## src/rtl/rah_result_serializer_if.sv

```systemverilog
// Bundle between the result serializer, its result source and the encoder app FIFO.
// fsm_state mirrors the serializer FSM encoding so checkers can observe it.
interface rah_result_serializer_if #(
   parameter int DATA_WIDTH   = 48,
   parameter int RESULT_WIDTH = 256
);
   logic                    in_valid;
   logic                    in_ready;
   logic [RESULT_WIDTH-1:0] in_data;
   logic                    fifo_full;
   logic                    wrdata;
   logic [DATA_WIDTH-1:0]   send_data;
   logic                    busy;
   logic                    done;
   logic [15:0]             frame_cnt;
   logic [1:0]              fsm_state;

   modport slave (
      input  in_valid, in_data, fifo_full,
      output in_ready, wrdata, send_data, busy, done, frame_cnt, fsm_state
   );

   modport master (
      output in_valid, in_data, fifo_full,
      input  in_ready, wrdata, send_data, busy, done, frame_cnt, fsm_state
   );
endinterface

```

## src/rtl/rah_result_serializer.sv

```systemverilog
// Splits one wide result word into framed 48-bit RAH packets for the encoder app FIFO.
// Optional checksum trailer packet is enabled by defining RAH_SER_CKSUM_EN.
module rah_result_serializer #(
   parameter int         DATA_WIDTH   = 48,
   parameter int         RESULT_WIDTH = 256,
   parameter logic [7:0] TAG          = 8'h5A
) (
   input logic                 clk,
   input logic                 rst,
   rah_result_serializer_if.slave bus
);
   // Handshake: a word transfers on a rising edge where in_valid and in_ready are both
   // high; the source holds in_valid/in_data until then. A packet transfers to the FIFO
   // on every rising edge where wrdata is high; wrdata is never raised while fifo_full.
   localparam int         BEATS    = RESULT_WIDTH / 32;
   localparam logic [5:0] LAST_IDX = 6'(BEATS - 1);

`ifdef RAH_SER_CKSUM_EN
   typedef enum logic [1:0] {IDLE = 2'd0, SEND = 2'd1, CKSUM = 2'd2} state_t;
   localparam logic [5:0] TRAILER_IDX = 6'(BEATS);
   logic [31:0] cksum_q;
`else
   typedef enum logic [1:0] {IDLE = 2'd0, SEND = 2'd1} state_t;
`endif

   state_t                  state_q, state_d;
   logic [RESULT_WIDTH-1:0] shift_q;
   logic [5:0]              idx_q;
   logic [15:0]             frame_cnt_q;
   logic                    done_q;
   logic                    in_ready;
   logic                    accept;
   logic                    wr;
   logic                    last_wr;
   logic                    eof;
   logic [31:0]             payload;
   logic [DATA_WIDTH-1:0]   pkt;

   assign payload = shift_q[RESULT_WIDTH-1 -: 32];

`ifdef RAH_SER_CKSUM_EN
   assign eof = 1'b0;
`else
   assign eof = (idx_q == LAST_IDX);
`endif

   always_comb begin
      state_d  = state_q;
      in_ready = 1'b0;
      accept   = 1'b0;
      wr       = 1'b0;
      last_wr  = 1'b0;
      pkt      = '0;
      case (state_q)
         IDLE: begin
            in_ready = ~rst;
            accept   = bus.in_valid & ~rst;
            if (accept) state_d = SEND;
         end
         SEND: begin
            wr  = ~bus.fifo_full;
            pkt = {TAG, (idx_q == 6'd0), eof, idx_q, payload};
            if (wr && idx_q == LAST_IDX) begin
`ifdef RAH_SER_CKSUM_EN
               state_d = CKSUM;
`else
               state_d = IDLE;
               last_wr = 1'b1;
`endif
            end
         end
`ifdef RAH_SER_CKSUM_EN
         CKSUM: begin
            wr  = ~bus.fifo_full;
            pkt = {TAG, 1'b0, 1'b1, TRAILER_IDX, cksum_q};
            if (wr) begin
               state_d = IDLE;
               last_wr = 1'b1;
            end
         end
`endif
         default: state_d = IDLE;
      endcase
   end

   always_ff @(posedge clk or posedge rst) begin
      if (rst) begin
         state_q     <= IDLE;
         shift_q     <= '0;
         idx_q       <= '0;
         frame_cnt_q <= '0;
         done_q      <= 1'b0;
`ifdef RAH_SER_CKSUM_EN
         cksum_q     <= '0;
`endif
      end else begin
         state_q <= state_d;
         done_q  <= last_wr;
         if (last_wr) frame_cnt_q <= frame_cnt_q + 16'd1;
         if (accept) begin
            shift_q <= bus.in_data;
            idx_q   <= '0;
`ifdef RAH_SER_CKSUM_EN
            cksum_q <= '0;
`endif
         end else if (wr && state_q == SEND) begin
            // Next beat always sits in the top 32 bits of the shift register.
            shift_q <= shift_q << 32;
            idx_q   <= idx_q + 6'd1;
`ifdef RAH_SER_CKSUM_EN
            cksum_q <= cksum_q ^ payload;
`endif
         end
      end
   end

   assign bus.in_ready  = in_ready;
   assign bus.wrdata    = wr;
   assign bus.send_data = pkt;
   assign bus.busy      = (state_q != IDLE);
   assign bus.done      = done_q;
   assign bus.frame_cnt = frame_cnt_q;
   assign bus.fsm_state = state_q;
endmodule

```

## src/flat_wrapper.sv

```systemverilog
// flat-port wrapper written by rule: the top's interface ports become plain ports
module rah_result_serializer_flat 
#(
   parameter int         DATA_WIDTH   = 48,
   parameter int         RESULT_WIDTH = 256,
   parameter logic [7:0] TAG          = 8'h5A
)
  (clk, rst, bus_in_valid, bus_in_data, bus_fifo_full, bus_in_ready, bus_wrdata, bus_send_data, bus_busy, bus_done, bus_frame_cnt, bus_fsm_state);
  rah_result_serializer_if #(.DATA_WIDTH(DATA_WIDTH), .RESULT_WIDTH(RESULT_WIDTH)) bus_i ();
  input logic clk;
  input logic rst;
  input wire logic [$bits(bus_i.in_valid)-1:0] bus_in_valid;
  input wire logic [$bits(bus_i.in_data)-1:0] bus_in_data;
  input wire logic [$bits(bus_i.fifo_full)-1:0] bus_fifo_full;
  output wire logic [$bits(bus_i.in_ready)-1:0] bus_in_ready;
  output wire logic [$bits(bus_i.wrdata)-1:0] bus_wrdata;
  output wire logic [$bits(bus_i.send_data)-1:0] bus_send_data;
  output wire logic [$bits(bus_i.busy)-1:0] bus_busy;
  output wire logic [$bits(bus_i.done)-1:0] bus_done;
  output wire logic [$bits(bus_i.frame_cnt)-1:0] bus_frame_cnt;
  output wire logic [$bits(bus_i.fsm_state)-1:0] bus_fsm_state;
  assign bus_i.in_valid = bus_in_valid;
  assign bus_i.in_data = bus_in_data;
  assign bus_i.fifo_full = bus_fifo_full;
  assign bus_in_ready = bus_i.in_ready;
  assign bus_wrdata = bus_i.wrdata;
  assign bus_send_data = bus_i.send_data;
  assign bus_busy = bus_i.busy;
  assign bus_done = bus_i.done;
  assign bus_frame_cnt = bus_i.frame_cnt;
  assign bus_fsm_state = bus_i.fsm_state;
  rah_result_serializer #(.DATA_WIDTH(DATA_WIDTH), .RESULT_WIDTH(RESULT_WIDTH), .TAG(TAG)) u_core (.clk(clk), .rst(rst), .bus(bus_i));
endmodule
```

## config.mk

```make
export PLATFORM = sky130hd
export DESIGN_NAME = rah_result_serializer_flat
export DESIGN_NICKNAME = d
export VERILOG_FILES = /design/src/rtl/rah_result_serializer_if.sv /design/src/rtl/rah_result_serializer.sv /design/src/flat_wrapper.sv
export SDC_FILE = /design/constraint.sdc
export NUM_CORES = 1
export LEC_CHECK = 0
export ABC_AREA = 1
export CAP_MARGIN = 20
export CORE_AREA = 4 4 150 152
export DETAILED_ROUTE_END_ITERATION = 8
export DIE_AREA = 0 0 154 156
export DONT_BUFFER_PORTS = 1
export GPL_TIMING_DRIVEN = 0
export PLACE_DENSITY = 0.86
export REMOVE_ABC_BUFFERS = 1
export SLEW_MARGIN = 20
export SYNTH_ARGS = -nofsm -noshare
export SYNTH_HDL_FRONTEND = slang
export SYNTH_SLANG_ARGS = --single-unit
```

## constraint.sdc

```tcl
create_clock -name clk -period 11.2 [get_ports clk]
set_clock_uncertainty 0.15 [all_clocks]
set_input_delay 2.24 -clock clk [delete_from_list [all_inputs] [get_ports clk]]
set_output_delay 2.24 -clock clk [all_outputs]
set_load 0.01 [all_outputs]
```

==> summary.txt, run 1 <==
CTS
  • TritonCTS clock tree: built
  • TritonCTS Buffers: 29
  • CTS Root Buffer Type: clkbuf_16
  • Count of hold-fix buffers inserted at cts: 0
  • Buffer depth of the longest clock path: 3
  • # Post-CTS Setup Buffers: 0
  • H-Tree Depth: 1
  • Worst-skew pair later-pin latency: around 0.54 ns
  • Register clock-pin slew on the reported worst setup and hold paths: ~0.060 ns
  • Number of gates resized after cts: 0
  • Sink Count: between 200 and 300

Synthesis
  • Post-synthesis cell area: around 13000 µm²
  • Area share of and/or/nand/nor cells after synthesis: about an eighth
  • FF+latch count, synth: 280
  • Avg Inst Size Synth: between 8 and 9 µm²
  • Most common cell in the synthesized netlist: nand2_1
  • Area fraction of the dominant cell type after synthesis: about 53%
  • Main combinational cell family by area after synthesis: compound AO/OA/AOI/OAI gates
  • Adder and majority cell fraction of the synthesized area: 0.284%
  • Yosys warning total: 0
  • Xor and xnor fraction of the mapped netlist area: less than 1%
  • Post-synthesis cell type with the largest combined area: dfrtp_1
  • Fraction of the mapped netlist area in compound gates: a little over a fifth
  • Mapped Cells: 1596
  • Synth area leaders: dfrtp_1 53%, o21ai_0 11%, nand2_1 8.3%
  • Sequential fraction of the synthesis area: 53.0%
  • Multiplexer area fraction after synthesis: 0%
  • Top flip-flop cell by instance count after synthesis: dfrtp_1
  • FFs w/ async S/R, synth: 100%
  • Number of flops mapped to enable cells by yosys: 0
  • Number of different library cells in the post-synthesis netlist: 27
  • Most frequent cells after synthesis: 294 x nand2_1, 280 x dfrtp_1, 278 x o21ai_0

Floorplan
  • Number of top-level design ports: 330
  • Die Outline Area: about 24000 µm²
  • Vertical die dimension: about 160 µm
  • Placeable core region: between 20000 and 25000 µm²
  • Horizontal die dimension: around 150 µm
  • Row count: 53
  • Starting utilization of the core area: between 60% and 70%

Power and ir drop
  • LEAKAGE: around 6.5 nW
  • Peak ir drop on the vdd network: roughly 0.17 mV
  • PD cells: roughly 250 nW/µm²

Worst hold path
  • Worst min-delay path class: flip-flop to flip-flop

Timing
  • Relative slew slack: 45.0%
  • Post-Route Hold Slack: ~0.35 ns
  • Worst-Margin Slew: approximately 0.82 ns
  • Unrepaired setup endpoints after global routing: no
  • Max-slew violation count: 0
  • Shortest clock period the worst path allows after layout: 6.25 ns
  • Number of setup violations in the final report: 0
  • TNS Setup: 0 ns
  • Share of the clock period used by the worst path after layout: about 56%
  • Max Freq: ~0.16 GHz
  • Worst Setup Slack, final: 4.95 ns
  • Final hold viol count: 0

Global route
  • Remaining global-route overflow: 0
  • Largest net degree at the start of global routing: around 150
  • First-pass GRT wire length: approximately 53 mm
  • Overall track demand over capacity in global routing: between 20% and 30%
  • Via count of the first global-routing pass: between 10000 and 15000
  • Antenna violations before repair: 1

Place
  • DP Cell Count: 1764
  • Setup Slack @ Placement: between 4 and 5 ns
  • I/O Buffers: 0
  • RD Place Congestion: between 0.8 and 0.9
  • Total half-perimeter wirelength after legalization and detailed placement: just over 20 mm

Routing
  • WL/cell: between 15 and 20 µm
  • Number of routed nets with antenna violations: 0
  • Count of routing violations after the opening detailed-route iteration: ~1100
  • Vias per cell: slightly below 6
  • Via count: between 10000 and 15000
  • Post-detailed-route DRC marker count: 0
  • Routed WL: 32.8 mm
  • Drt pass-1 iters: 6

Setup path
  • Critical-path cell list: inv_1, nand2_8, buf_16, inv_4, buf_12
  • Slowest cell delay on critical path: approximately 0.4 ns
  • Total buffers and inverters traversed by the critical path: 4
  • Crit. End Element: primary output
  • Required time at the endpoint of the critical path: 8.81 ns
  • CP Data Arrival Time: 3.86 ns
  • Startpoint kind of the worst setup timing path: input pin
  • Crit-path slowest cell: inv_4
  • Critical Path Fanout Max: ~130
  • Category of the most critical setup path: input pin to primary output
  • Crit path max-delay family: buffers and inverters

Final layout
  • Non-filler cells in the finished layout: between 1500 and 2000
  • Relative area change from synthesis to final layout: 6.75%
  • Fillers: 1626
  • Share of final-layout standard cells stronger than drive strength 1: under 10%
  • Area of the multi-input gates: 4630 µm²
  • Seq. cell area: around 7000 µm²
  • Nets: 1783

Run status
  • Run status: finished clean

Flow run
  • Number of violations of the max-capacitance limit: 0
final cells by class:
cell class | count | share of cell area [%]
antenna | 1 | 0.0177
inverter | 249 | 6.73
clock inverter | 8 | 0.310
clock buffer | 45 | 6.21
timing repair buffer | 10 | 1.78
tap | 275 | 2.44
multi-input combinational | 950 | 32.8
sequential | 280 | 49.7
power breakdown:
| part | internal [mW] | switching (mW) | total, mW |
|---|---|---|---|
| sequential | 1.40 | 0.166 | 1.57 |
| combinational | 0.350 | 0.724 | 1.07 |
| clock | 0.535 | 0.390 | 0.924 |
logic make-up (layout without fill, tap and decap cells):
kind of cell             after synthesis  count (layout)
AO/OA/AOI/OAI                        529             529
buffers and inverters                370             312
other                                  1               6
XOR/XNOR                               2               2
adder cells (fa/ha/maj)                3               3
AND/OR/NAND/NOR                      411             411
flip-flops                           280             280
sequential cells by signal (all words and copies together) (netlist names):
signal                count
u_core.shift_q          256
u_core.bus.frame_cnt     16
u_core.bus.fsm_state      1
u_core.bus.done           1
u_core.idx_q              6
routing by layer:
metal	vias up	track usage, %	share of wire, %
met5	-	0	0
met4	0	11.4	4.6
met3	95	6.96	8.7
met2	478	43.3	49
met1	5079	34.1	38
li1	5028	-	-
through the flow:
step	cell area (µm²)	util [%]	power [mW]
after global routing	14100	67.1	3.83
after CTS	14100	67.1	3.58
after detailed placement	13200	62.7	2.64
after global placement	12900	61.3	2.55
after floorplan	12500	-	2.33
final	14100	67.1	3.57
worst register-to-register path, stage by stage, from the launching register on:
cell and delay [ns]:
dfrtp_4 0.51, buf_16 0.30, nor2_8 0.10, nand2_8 0.39, buf_16 0.39, buf_16 0.43, nand2_8 0.52, buf_16 0.39
o21ai_0 0.36
worst paths after layout:
path                                        to                     from  cells past startpoint  slack, ns
setup / recovery                    bus_wrdata            bus_fifo_full                      5       4.95
hold / removal              u_core.shift_q[29]       u_core.shift_q[29]                      2       0.35
setup reg to reg           u_core.shift_q[108]  u_core.bus.fsm_state[0]                      8       7.55
hold reg to reg             u_core.shift_q[29]       u_core.shift_q[29]                      2       0.35
max in group asynchronous   u_core.shift_q[91]                      rst                      2       8.70
min in group asynchronous  u_core.shift_q[132]                      rst                      1       1.43
layout by cell type (no fill, tap or decap), types with 2 or more instances in the layout:
| cell type | count |
|---|---|
| a21oi_1 | 3 |
| a31oi_1 | 29 |
| buf_16 | 8 |
| clkbuf_1 | 7 |
| clkbuf_16 | 29 |
| clkbuf_8 | 9 |
| clkinv_2 | 7 |
| conb_1 | 5 |
| dfrtp_1 | 279 |
| ha_1 | 3 |
| inv_1 | 246 |
| inv_6 | 2 |
| nand2_1 | 294 |
| nand2_8 | 3 |
| nand3_1 | 42 |
| nand3b_1 | 8 |
| nand4_1 | 2 |
| nor2_1 | 55 |
| nor3_1 | 4 |
| nor3_2 | 2 |
| o211ai_1 | 64 |
| o21ai_0 | 278 |
| o21ai_1 | 155 |
(Power assumes the default switching activity.)
==> inputs of run 2 (changes only) <==
ABC_AREA = 0   (was 1)
CORE_AREA = 4 4 154 156   (was 4 4 150 152)
DIE_AREA = 0 0 158 160   (was 0 0 154 156)
PLACE_DENSITY = 0.83   (was 0.86)
clock period = 5.2 ns   (was 11.2 ns; I/O delays follow)
==> summary.txt, run 2 <==
Run status
  • Run status: finished clean (unchanged)

Routing
  • Drt pass-1 iters: 6 (unchanged)
  • Routed WL: 29.3 mm (was 32.8 mm)
  • Post-detailed-route DRC marker count: 0 (unchanged)
  • Via count: 8931 (was 10680)
  • Vias per cell: 5.78 (was 5.87)
  • Count of routing violations after the opening detailed-route iteration: 631 (was 1075)
  • Number of routed nets with antenna violations: 0 (unchanged)
  • WL/cell: 19.0 µm (was 18.0 µm)

Timing
  • Number of setup violations in the final report: 0 (unchanged)
  • Max-slew violation count: 0 (unchanged)
  • Shortest clock period the worst path allows after layout: roughly 4.6 ns
  • TNS Setup: 0 ns (unchanged)
  • Relative slew slack: 48.5% (was 45.0%)
  • Share of the clock period used by the worst path after layout: approximately nine tenths
  • Unrepaired setup endpoints after global routing: no (unchanged)
  • Post-Route Hold Slack: 0.317 ns (was 0.349 ns)
  • Max Freq: ~0.22 GHz
  • Final hold viol count: 0 (unchanged)
  • Worst Setup Slack, final: 0.552 ns (was 4.95 ns)
  • Worst-Margin Slew: 0.772 ns (was 0.825 ns)

Floorplan
  • Number of top-level design ports: 330 (unchanged)
  • Starting utilization of the core area: 56.4% (was 62.9%)
  • Row count: 55 (was 53)
  • Placeable core region: 22400 µm² (was 21000 µm²)
  • Die Outline Area: 25300 µm² (was 24000 µm²)
  • Horizontal die dimension: 158 µm (was 154 µm)
  • Vertical die dimension: 160 µm (was 156 µm)

Synthesis
  • Mapped Cells: 1272 (was 1596)
  • Number of flops mapped to enable cells by yosys: 0 (unchanged)
  • Post-synthesis cell area: 12600 µm² (was 13200 µm²)
  • FFs w/ async S/R, synth: 100% (unchanged)
  • Most common cell in the synthesized netlist: nand2_1 (unchanged)
  • Area fraction of the dominant cell type after synthesis: 55.5% (was 53.0%)
  • Yosys warning total: 0 (unchanged)
  • Top flip-flop cell by instance count after synthesis: dfrtp_1 (unchanged)
  • Number of different library cells in the post-synthesis netlist: 33 (was 27)
  • Avg Inst Size Synth: 9.92 µm² (was 8.28 µm²)
  • Sequential fraction of the synthesis area: 55.5% (was 53.0%)
  • Synth area leaders: dfrtp_1 56%, mux2i_1 13%, nand2_1 11% (was dfrtp_1 53%, o21ai_0 11%, nand2_1 8.3%)
  • Most frequent cells after synthesis: 369 x nand2_1, 280 x dfrtp_1, 188 x o21ai_0 (was 294 x nand2_1, 280 x dfrtp_1, 278 x o21ai_0)
  • FF+latch count, synth: 280 (unchanged)
  • Post-synthesis cell type with the largest combined area: dfrtp_1 (unchanged)

Flow run
  • Number of violations of the max-capacitance limit: 0 (unchanged)

CTS
  • TritonCTS clock tree: built (unchanged)
  • # Post-CTS Setup Buffers: 0 (unchanged)
  • Count of hold-fix buffers inserted at cts: 0 (unchanged)
  • Buffer depth of the longest clock path: 3 (unchanged)
  • CTS Root Buffer Type: clkbuf_16 (unchanged)
  • Number of gates resized after cts: 0 (unchanged)
  • TritonCTS Buffers: 28 (was 29)
  • Worst-skew pair later-pin latency: 0.53 ns (was 0.54 ns)
  • H-Tree Depth: 1 (unchanged)
  • Sink Count: 280 (unchanged)
  • Register clock-pin slew on the reported worst setup and hold paths: 0.06 ns (about the same)

Setup path
  • Critical-path cell list: nand2b_4, buf_16, buf_12, inv_8, buf_16 (was inv_1, nand2_8, buf_16, inv_4, buf_12)
  • Startpoint kind of the worst setup timing path: flip-flop (was input pin)
  • Total buffers and inverters traversed by the critical path: 4 (unchanged)
  • Category of the most critical setup path: flip-flop to primary output (was input pin to primary output)
  • Slowest cell delay on critical path: 0.93 ns (was 0.40 ns)
  • Required time at the endpoint of the critical path: 4.01 ns (was 8.81 ns)
  • Critical Path Fanout Max: 76 (was 133)
  • Most common cell type on the critical path: buf_16
  • Crit path max-delay family: buffers and inverters (unchanged)
  • Crit-path slowest cell: dfrtp_4 (was inv_4)
  • Crit. End Element: primary output (unchanged)
  • CP Data Arrival Time: 3.46 ns (was 3.86 ns)

Final layout
  • Share of final-layout standard cells stronger than drive strength 1: 6.76% (was 4.28%)
  • Relative area change from synthesis to final layout: 11.1% (was 6.75%)
  • Nets: 1501 (was 1783)
  • Most flops, register: u_core.shift_q (unchanged)
  • Area of the multi-input gates: 5150 µm² (was 4630 µm²)
  • Max reg flops: 256 (unchanged)
  • Non-filler cells in the finished layout: 1544 (was 1818)
  • Most frequent cells in the layout: 369 x nand2_1, 279 x dfrtp_1, 188 x o21ai_0 (was 294 x nand2_1, 279 x dfrtp_1, 278 x o21ai_0)
  • Final standard cell utilization of the core: 62.7% (was 67.1%)
  • Fillers: 1730 (was 1626)
  • Seq. cell area: 7010 µm² (unchanged)
  • Most common cell after layout, fill and taps aside: nand2_1 (unchanged)

Place
  • DP Cell Count: 1493 (was 1764)
  • RD Place Congestion: 0.804 (was 0.835)
  • Total half-perimeter wirelength after legalization and detailed placement: 20.2 mm (was 20.6 mm)
  • Setup Slack @ Placement: 1.10 ns (was 4.96 ns)
  • I/O Buffers: 0 (unchanged)

Worst hold path
  • Worst min-delay path class: flip-flop to flip-flop (unchanged)

Global route
  • Via count of the first global-routing pass: 9328 (was 10646)
  • First-pass GRT wire length: 47.5 mm (was 53.5 mm)
  • Largest net degree at the start of global routing: 99 (was 153)
  • Remaining global-route overflow: 0 (unchanged)
  • Antenna violations before repair: 0 (was 1)
  • Overall track demand over capacity in global routing: 22.8% (was 26.6%)

Power and ir drop
  • LEAKAGE: 6.68 nW (was 6.47 nW)
  • PD cells: 538 nW/µm² (was 253 nW/µm²)
  • Peak ir drop on the vdd network: 0.379 mV (was 0.175 mV)
## run 2: metrics by stage
step                      total power, mW  instance area [µm²]
after floorplan                      5.11                12200
after global placement               5.67                12500
after detailed placement             5.56                13100
after CTS                            7.61                14000
after global routing                 8.04                14000
final                                7.55                14000
## run 2: worst min-delay path, cell delays in order, from the launching register on
cell     delay, ns
dfrtp_1       0.33
nand2_1       0.05
nand2_1       0.05
## run 2: worst paths after layout
path / end / slack, ns / start / cells past startpoint
hold / removal: u_core.shift_q[240] / 0.32 / u_core.shift_q[240] / 2
min in group asynchronous: u_core.shift_q[41] / 0.33 / rst / 1
setup reg to reg: u_core.shift_q[43] / 1.67 / u_core.bus.fsm_state[0] / 7
max in group asynchronous: u_core.bus.fsm_state[0] / 3.64 / rst / 2
hold reg to reg: u_core.shift_q[240] / 0.32 / u_core.shift_q[240] / 2
setup / recovery: bus_wrdata / 0.55 / u_core.bus.fsm_state[0] / 5
## run 2: final cells by class
type	count	share of cell area, %
multi-input cells	891	36.8
clock buffers	43	5.98
well taps	285	2.54
inverters	5	0.241
repair buffers	32	3.84
flip-flops and latches	280	50.0
clock inverters	7	0.625
diodes	1	0.0178
## run 2: power by group
group	total, mW	internal, mW	leakage [nW]	switching, mW
registers	3.55	3.01	3.71	0.543
clock network	2.02	1.20	0.454	0.822
logic	1.97	0.860	2.52	1.11
## run 2: metal layers
layer  vias to the layer above  routed length [µm]  global-route usage (%)
li1                       4226                   -                       -
met1                      4315               11300                    28.0
met2                       317               14500                    38.4
met3                        73                2430                    6.48
met4                         0                1110                    8.26
met5                         -                   0                       0
## run 2: kinds of logic after synthesis
kind of cell	after synthesis	share of synthesized area (%)
buffers and inverters	105	3.94
other	1	0.0297
multiplexers	160	12.7
adder cells (fa/ha/maj)	3	0.297
XOR/XNOR	19	1.32
AO/OA/AOI/OAI	258	11.5
AND/OR/NAND/NOR	446	14.7
flip-flops	280	55.5
